**config.mk**
```make
export PLATFORM = sky130hd
export DESIGN_NAME = hack_cpu_flat
export DESIGN_NICKNAME = d
export VERILOG_FILES = /design/src/rtl/hack_pkg.sv /design/src/rtl/hack_cpu_if.sv /design/src/rtl/hack_alu.sv /design/src/rtl/hack_cpu.sv /design/src/flat_wrapper.sv
export SDC_FILE = /design/constraint.sdc
export NUM_CORES = 1
export LEC_CHECK = 0
export ABC_AREA = 0
export BUFFER_PORTS_ARGS = -buffer_cell sky130_fd_sc_hd__buf_2
export CAP_MARGIN = 20
export CORE_UTILIZATION = 50
export CTS_CLUSTER_SIZE = 20
export DETAILED_ROUTE_END_ITERATION = 7
export PLACE_DENSITY = 0.74
export SLEW_MARGIN = 20
export SYNTH_ARGS = -nofsm -noshare
export SYNTH_HDL_FRONTEND = slang
export SYNTH_SLANG_ARGS = --single-unit
```
**constraint.sdc**
```tcl
create_clock -name clk -period 13.1 [get_ports clk]
set_input_delay 0 -clock clk [delete_from_list [all_inputs] [get_ports clk]]
set_output_delay 0 -clock clk [all_outputs]
set_load 0.02 [all_outputs]
```
**src/rtl/hack_pkg.sv**
```systemverilog
// hack_pkg -- shared constants for the Hack CPU core, the ROM tooling and the
// disassembler.
//   DATA_W / ADDR_W : data/instruction width and ROM/RAM address width. The ISA
//                     fixes both values, so do not override them.
//   *_BIT, COMP_*, DEST_*, J* : bit positions of the fields in an instruction word.
//   jump_taken()    : evaluates the jump condition from the j field and the
//                     ALU flags.
package hack_pkg;

   localparam int DATA_W = 16;
   localparam int ADDR_W = 15;

   localparam int INSTR_TYPE_BIT = 15;  // 0 = A-instruction, 1 = C-instruction
   localparam int A_BIT          = 12;  // ALU y operand: 0 = A, 1 = inM
   localparam int COMP_MSB       = 11;  // comp field: zx,nx,zy,ny,f,no
   localparam int COMP_LSB       = 6;
   localparam int DEST_A         = 5;
   localparam int DEST_D         = 4;
   localparam int DEST_M         = 3;
   localparam int JLT            = 2;
   localparam int JEQ            = 1;
   localparam int JGT            = 0;

   // comp field bit positions, relative to the 6-bit comp field
   localparam int C_ZX = 5;
   localparam int C_NX = 4;
   localparam int C_ZY = 3;
   localparam int C_NY = 2;
   localparam int C_F  = 1;
   localparam int C_NO = 0;

   // The "greater than" leg is the case that is neither negative nor zero.
   function automatic logic jump_taken(input logic [2:0] j,
                                       input logic       zr,
                                       input logic       ng);
      return (j[JLT] & ng) | (j[JEQ] & zr) | (j[JGT] & ~ng & ~zr);
   endfunction

endpackage

```
**src/rtl/hack_cpu_if.sv**
```systemverilog
// hack_cpu_if -- groups the program-ROM and data-RAM bus of the Hack core.
//   pc          : program-ROM address. The core drives it.
//   instruction : ROM word at pc. The ROM drives it.
//   addressM    : data-RAM address, equal to A[14:0].
//   outM        : data-RAM write data, which is the ALU result.
//   writeM      : data-RAM write strobe.
//   inM         : data-RAM read data at addressM. It must be combinational.
// Bus semantics: there is no valid/ready pair and no backpressure. The ROM and
// RAM must answer within the same cycle. A RAM write happens at the rising edge
// of any cycle in which writeM is high. The only way to hold the core is the
// cpu_en input on the core itself.
//   modport master : CPU side.
//   modport slave  : ROM/RAM side.
interface hack_cpu_if;
   import hack_pkg::*;

   logic [ADDR_W-1:0] pc;
   logic [DATA_W-1:0] instruction;
   logic [ADDR_W-1:0] addressM;
   logic [DATA_W-1:0] outM;
   logic              writeM;
   logic [DATA_W-1:0] inM;

   modport master (
      output pc, addressM, outM, writeM,
      input  instruction, inM
   );

   modport slave (
      input  pc, addressM, outM, writeM,
      output instruction, inM
   );

endinterface

```
**src/rtl/hack_alu.sv**
```systemverilog
// hack_alu -- the Hack ALU. It is purely combinational.
//   x, y : operands. The core wires x to D and y to A or inM.
//   c    : comp control bits {zx,nx,zy,ny,f,no}.
//   out  : result.
//   zr   : out == 0.
//   ng   : out is negative (out[15] is set).
module hack_alu
   import hack_pkg::*;
(
   input  logic [DATA_W-1:0] x,
   input  logic [DATA_W-1:0] y,
   input  logic [5:0]        c,
   output logic [DATA_W-1:0] out,
   output logic              zr,
   output logic              ng
);

   logic [DATA_W-1:0] xz, xn, yz, yn, res;

   always_comb begin
      xz  = c[C_ZX] ? '0 : x;
      xn  = c[C_NX] ? ~xz : xz;
      yz  = c[C_ZY] ? '0 : y;
      yn  = c[C_NY] ? ~yz : yz;
      // The add wraps at 16 bits, so the carry out is dropped on purpose.
      res = c[C_F] ? (xn + yn) : (xn & yn);
      out = c[C_NO] ? ~res : res;
      zr  = (out == '0);
      ng  = out[DATA_W-1];
   end

endmodule

```
**src/rtl/hack_cpu.sv**
```systemverilog
// hack_cpu -- single-cycle Hack CPU core. It holds the A, D and PC registers
// and commits one instruction per rising clock edge.
//   clk    : rising-edge clock.
//   rst_n  : asynchronous active-low reset. It clears A, D and PC (and halted)
//            and gates writeM.
//   cpu_en : execute enable. When it is low, A, D and PC hold and writeM is 0.
//   bus    : hack_cpu_if.master, which carries pc/instruction and
//            addressM/outM/writeM/inM.
//   halted : sticky halt-loop flag. It exists only when HACK_HALT_DETECT_EN
//            is defined.
// Optional feature macro: HACK_HALT_DETECT_EN.
module hack_cpu
   import hack_pkg::*;
(
   input  logic        clk,
   input  logic        rst_n,
   input  logic        cpu_en,
   hack_cpu_if.master  bus
`ifdef HACK_HALT_DETECT_EN
   ,
   output logic        halted
`endif
);

   logic [DATA_W-1:0] a_q, d_q;
   logic [ADDR_W-1:0] pc_q;

   logic [DATA_W-1:0] instr;
   logic              is_c;
   logic [DATA_W-1:0] alu_y;
   logic [DATA_W-1:0] alu_out;
   logic              alu_zr, alu_ng;
   logic              take;
   logic [DATA_W-1:0] a_next, d_next;
   logic [ADDR_W-1:0] pc_next;

   assign instr = bus.instruction;
   assign is_c  = instr[INSTR_TYPE_BIT];
   assign alu_y = instr[A_BIT] ? bus.inM : a_q;

   // The ALU always decodes the current word, even for A-instructions. This
   // keeps outM a pure function of the state and the inputs.
   hack_alu u_alu (
      .x   (d_q),
      .y   (alu_y),
      .c   (instr[COMP_MSB:COMP_LSB]),
      .out (alu_out),
      .zr  (alu_zr),
      .ng  (alu_ng)
   );

   assign take = is_c & jump_taken(instr[JLT:JGT], alu_zr, alu_ng);

   always_comb begin
      a_next  = a_q;
      d_next  = d_q;
      // The jump target is the A value before any update this cycle. The
      // increment wraps 0x7FFF to 0x0000.
      pc_next = take ? a_q[ADDR_W-1:0] : pc_q + ADDR_W'(1);
      if (!is_c) begin
         a_next = {1'b0, instr[ADDR_W-1:0]};
      end else begin
         if (instr[DEST_A]) a_next = alu_out;
         if (instr[DEST_D]) d_next = alu_out;
      end
   end

   always_ff @(posedge clk or negedge rst_n) begin
      if (!rst_n) begin
         a_q  <= '0;
         d_q  <= '0;
         pc_q <= '0;
      end else if (cpu_en) begin
         a_q  <= a_next;
         d_q  <= d_next;
         pc_q <= pc_next;
      end
   end

   assign bus.pc       = pc_q;
   // The M write uses the A value from before the edge. For "AM=..." the
   // store therefore goes to the old address.
   assign bus.addressM = a_q[ADDR_W-1:0];
   assign bus.outM     = alu_out;
   // rst_n is part of the gate, so a store cannot leak out while reset is held.
   assign bus.writeM   = is_c & instr[DEST_M] & cpu_en & rst_n;

`ifdef HACK_HALT_DETECT_EN
   logic halted_q;
   logic halt_hit;

   // The jump lands on this instruction (pc) or on the one before it (pc-1).
   // The second case is the "@END; 0;JMP" idiom. The core keeps running and
   // only the flag is recorded.
   assign halt_hit = take &&
                     ((a_q[ADDR_W-1:0] == pc_q) ||
                      (a_q[ADDR_W-1:0] == pc_q - ADDR_W'(1)));

   always_ff @(posedge clk or negedge rst_n) begin
      if (!rst_n) begin
         halted_q <= 1'b0;
      end else if (cpu_en && halt_hit) begin
         halted_q <= 1'b1;
      end
   end

   assign halted = halted_q;
`endif

endmodule

```
**src/flat_wrapper.sv**
```systemverilog
// flat-port wrapper written by rule: the top's interface ports become plain ports
module hack_cpu_flat import hack_pkg::*;
  (clk, rst_n, cpu_en, bus_pc, bus_addressM, bus_outM, bus_writeM, bus_instruction, bus_inM);
  hack_cpu_if bus_i ();
  input  logic clk;
  input  logic rst_n;
  input  logic cpu_en;
  output wire logic [$bits(bus_i.pc)-1:0] bus_pc;
  output wire logic [$bits(bus_i.addressM)-1:0] bus_addressM;
  output wire logic [$bits(bus_i.outM)-1:0] bus_outM;
  output wire logic [$bits(bus_i.writeM)-1:0] bus_writeM;
  input wire logic [$bits(bus_i.instruction)-1:0] bus_instruction;
  input wire logic [$bits(bus_i.inM)-1:0] bus_inM;
  assign bus_pc = bus_i.pc;
  assign bus_addressM = bus_i.addressM;
  assign bus_outM = bus_i.outM;
  assign bus_writeM = bus_i.writeM;
  assign bus_i.instruction = bus_instruction;
  assign bus_i.inM = bus_inM;
  hack_cpu u_core (.clk(clk), .rst_n(rst_n), .cpu_en(cpu_en), .bus(bus_i));
endmodule
```
==> results.ini <==
[synthesis]
syn_inst=567
synth_compound_area_frac=0.199
synth_flop_cell=dfrtp_1
yosysTopAreaCellShare=0.250
yosysSeqAreaShare=0.250
synthAdderAreaFrac=0.0494
async_reset_ff_frac=1.00
ys_top_cells_by_area=dfrtp_1, mux2i_1, xnor2_1, ha_1, nand2_1
synthMuxAreaShare=0.108
synth_xor_area_frac=0.0875
yosys.area_share.simple=0.227
synth_cell_types=66
synth_top_family_by_area=simple AND/OR/NAND/NOR gates
yosysWarnings=0
synth_top_area_cell=dfrtp_1
synth_edf_count=0
synth_fp_nets=620
ys_ff_latch=47
avgSynthCellArea_um2=8.30
syn_area_mm2=0.00471

[floorplanning]
num_io_pins=82
row_count=35
start_util=0.512
die_width_um=99.0
die_area_mm2=0.00981
dieHeight_um=99.0
coreArea_mm2=0.00920

[power]
switching_share=0.495
peakVddDrop_uv=59.6
fin_total_pwr_mw=0.981
comb_power_share=0.633
p_int_mw=0.496
p_leak_nw=2.29
power_density_mw_per_mm2=192
power_frac_clock=0.114
pwr-share-seq=0.252
switching_power_mw=0.485

[drt]
via_count=4306
routedWlPerCell_um=17.3
drc=0
drt-total-wl_um=12500
antenna_left=0
via_per_inst=5.99
drt_pass1_iterations=5
drt_iter0_drc=283

[critical_path]
slowest_delay_ns=0.46
worstPathArrival_ns=4.86
reg2reg_setup_slack_ns=8.43
worstSetupPathType=reg2reg
worst_path_max_delay_cell=or3_1
rr_endpoint=u_core.bus.pc[13]
crit_path_end_kind=flop
crit_chain=mux2i_1 > nor2_1 > xor2_1 > ha_1 > inv_1 > fa_1 > and2b_1 > o31ai_2 > a211o_1 > a41o_1 > or3_1 > a2111oi_4 > a211oi_1 > nor4b_4 > buf_4 > a21oi_1 > a311o_1
r2r_start=u_core.a_q[0]
start_kind=flop
path_max_fanout=30
r2r_cells=17
crit_required_ns=13.29

[clocking]
tritoncts=built
cts_resized=0
clk_pin_slew_ns=0.10
postCtsSetupRepairBufs=0
cts.sinks=47
cts_max_path_buffers=2
insertion_delay_ns=0.31
htreeDepth=2
clockRootBuffer=clkbuf_8
cts_buffers=5

[placement]
dp.cells=708
post-dp-hpwl_um=9310
gp_congestion=0.958
port_buffers=81

[timing]
fin_crit_sh=0.357
rsz0062_at_grt=no
max_slew.worst_pin.slew_ns=1.00
clock-skew-final_ns=0.0149
finalSetupViolations=0
timing.final.crit_period_ns=4.67
tns_ns=0
finalHoldViolations=0
max_clock_freq_ghz=0.214
relSlewSlack=0.331
drv_slew=0
timing.hold.ws_ns=0.0153

[run_status]
outcome=complete, no violations

[layout]
nFillCells=845
finalNonFillerCells=719
layout.nets=660
area_growth_pct=8.64
antenna_cells=0
drive_gt1_frac=0.204
final_util=0.556

[min_path]
holdPathStages=3
hold_class=in2reg
worstHoldEndpoint=u_core.a_q[15]
worst_hold_startpoint=bus_instruction[5]

[grt]
grt_pass1_wl_um=20500
grt_pass1_vias=3973
gr-usage-all-layers=0.262
grt-ovfl-total=0
grt_max_degree=49
grt_antenna_before_repair=0

[job]
cap_violations=0

cell type report:
| class | instances | area (um2) | share of cell area |
|---|---|---|---|
| flip-flops and latches | 47 | 1180 | 0.230 |
| multi-input cells | 446 | 3150 | 0.617 |
| clock inverters | 3 | 43.8 | 0.00856 |
| inverters | 20 | 75.1 | 0.0147 |
| well taps | 111 | 139 | 0.0272 |
| repair buffers | 87 | 458 | 0.0896 |
| clock buffers | 5 | 68.8 | 0.0135 |
metal layers:
metal / global-route usage / vias up / part of all wire
met5: 0 / - / 0
met4: 0.107 / 0 / 0.036
met3: 0.0355 / 33 / 0.053
met2: 0.412 / 146 / 0.46
met1: 0.361 / 2038 / 0.45
li1: - / 2089 / -
how the worst max path moves through the flow:
stage,startpoint,end,slack [ns]
floorplan,bus_instruction[12],u_core.bus.pc[3],8.74
global placement,bus_instruction[12],u_core.bus.pc[13],8.53
detailed placement,bus_instruction[12],u_core.bus.pc[13],8.45
CTS,u_core.a_q[0],u_core.bus.pc[13],8.46
global route,u_core.a_q[0],u_core.bus.pc[12],8.15
finish,u_core.a_q[0],u_core.bus.pc[13],8.43
worst max-delay path: cells and delay by family (launching register included):
kind	cells	cell delay, ns
AO/OA/AOI/OAI	7	1.58
XOR/XNOR	1	0.17
adder cells (fa/ha/maj)	2	0.69
buffers and inverters	2	0.44
flip-flops	1	0.43
multiplexers	1	0.09
AND/OR/NAND/NOR	4	1.14
timing repair:
item | CTS | global route
hold endpoints to repair | 49 | 0
hold buffers | 3 | 0
endpoints found under the setup margin | 0 | 0
cells in the mapped netlist (6+ instances only):
cell and number:
a21oi_1 29, a211oi_1 8, nor3_1 7, nand2b_1 25, buf_4 17, nor2b_1 15, xnor2_1 26, nor2_1 33
nand3b_1 7, ha_1 17, mux2i_1 36, a22oi_2 6, buf_2 8, inv_1 20, dfrtp_1 47, a211o_1 6
mux2_2 13, and3_1 9, o21ai_0 31, xor2_1 21, clkbuf_1 23, nand4_1 8, nand3_1 19, nand2_1 55
kinds of logic after synthesis:
kind of cell | count (synthesis)
simple gates | 202
compound gates | 130
buf+inv | 74
mux | 49
xor+xnor | 47
flops | 47
fa+ha+maj | 18
cells in the final DEF, fill, tap and decap left out, types with 20 or more instances in the layout:
cell type  count
inv_1         20
nand2_1       55
xnor2_1       26
xor2_1        21
o21ai_0       31
dfrtp_1       47
mux2i_1       36
nor2_1        33
a21oi_1       29
buf_2         81
nand2b_1      25
power groups by stage:
stage	sequential, mW	combinational [mW]	clock, mW
CTS	0.247	0.618	0.113
detailed placement	0.251	0.614	0
floorplan	0.263	0.460	0
global placement	0.247	0.602	0
global route	0.257	0.681	0.119
finish	0.248	0.621	0.112
sequential cells by signal (all words and copies together), names as in the netlist:
name           cells
u_core.a_q        16
u_core.bus.pc     15
u_core.d_q        16
metrics by stage:
| step | setup WS, ns | cell area [um2] |
|---|---|---|
| after CTS | 8.46 | 5110 |
| after global placement | 8.53 | 4970 |
| after global routing | 8.15 | 5110 |
| after detailed placement | 8.45 | 4970 |
| final | 8.43 | 5110 |
| after floorplan | 8.74 | 4710 |
(Power assumes the default switching activity.)
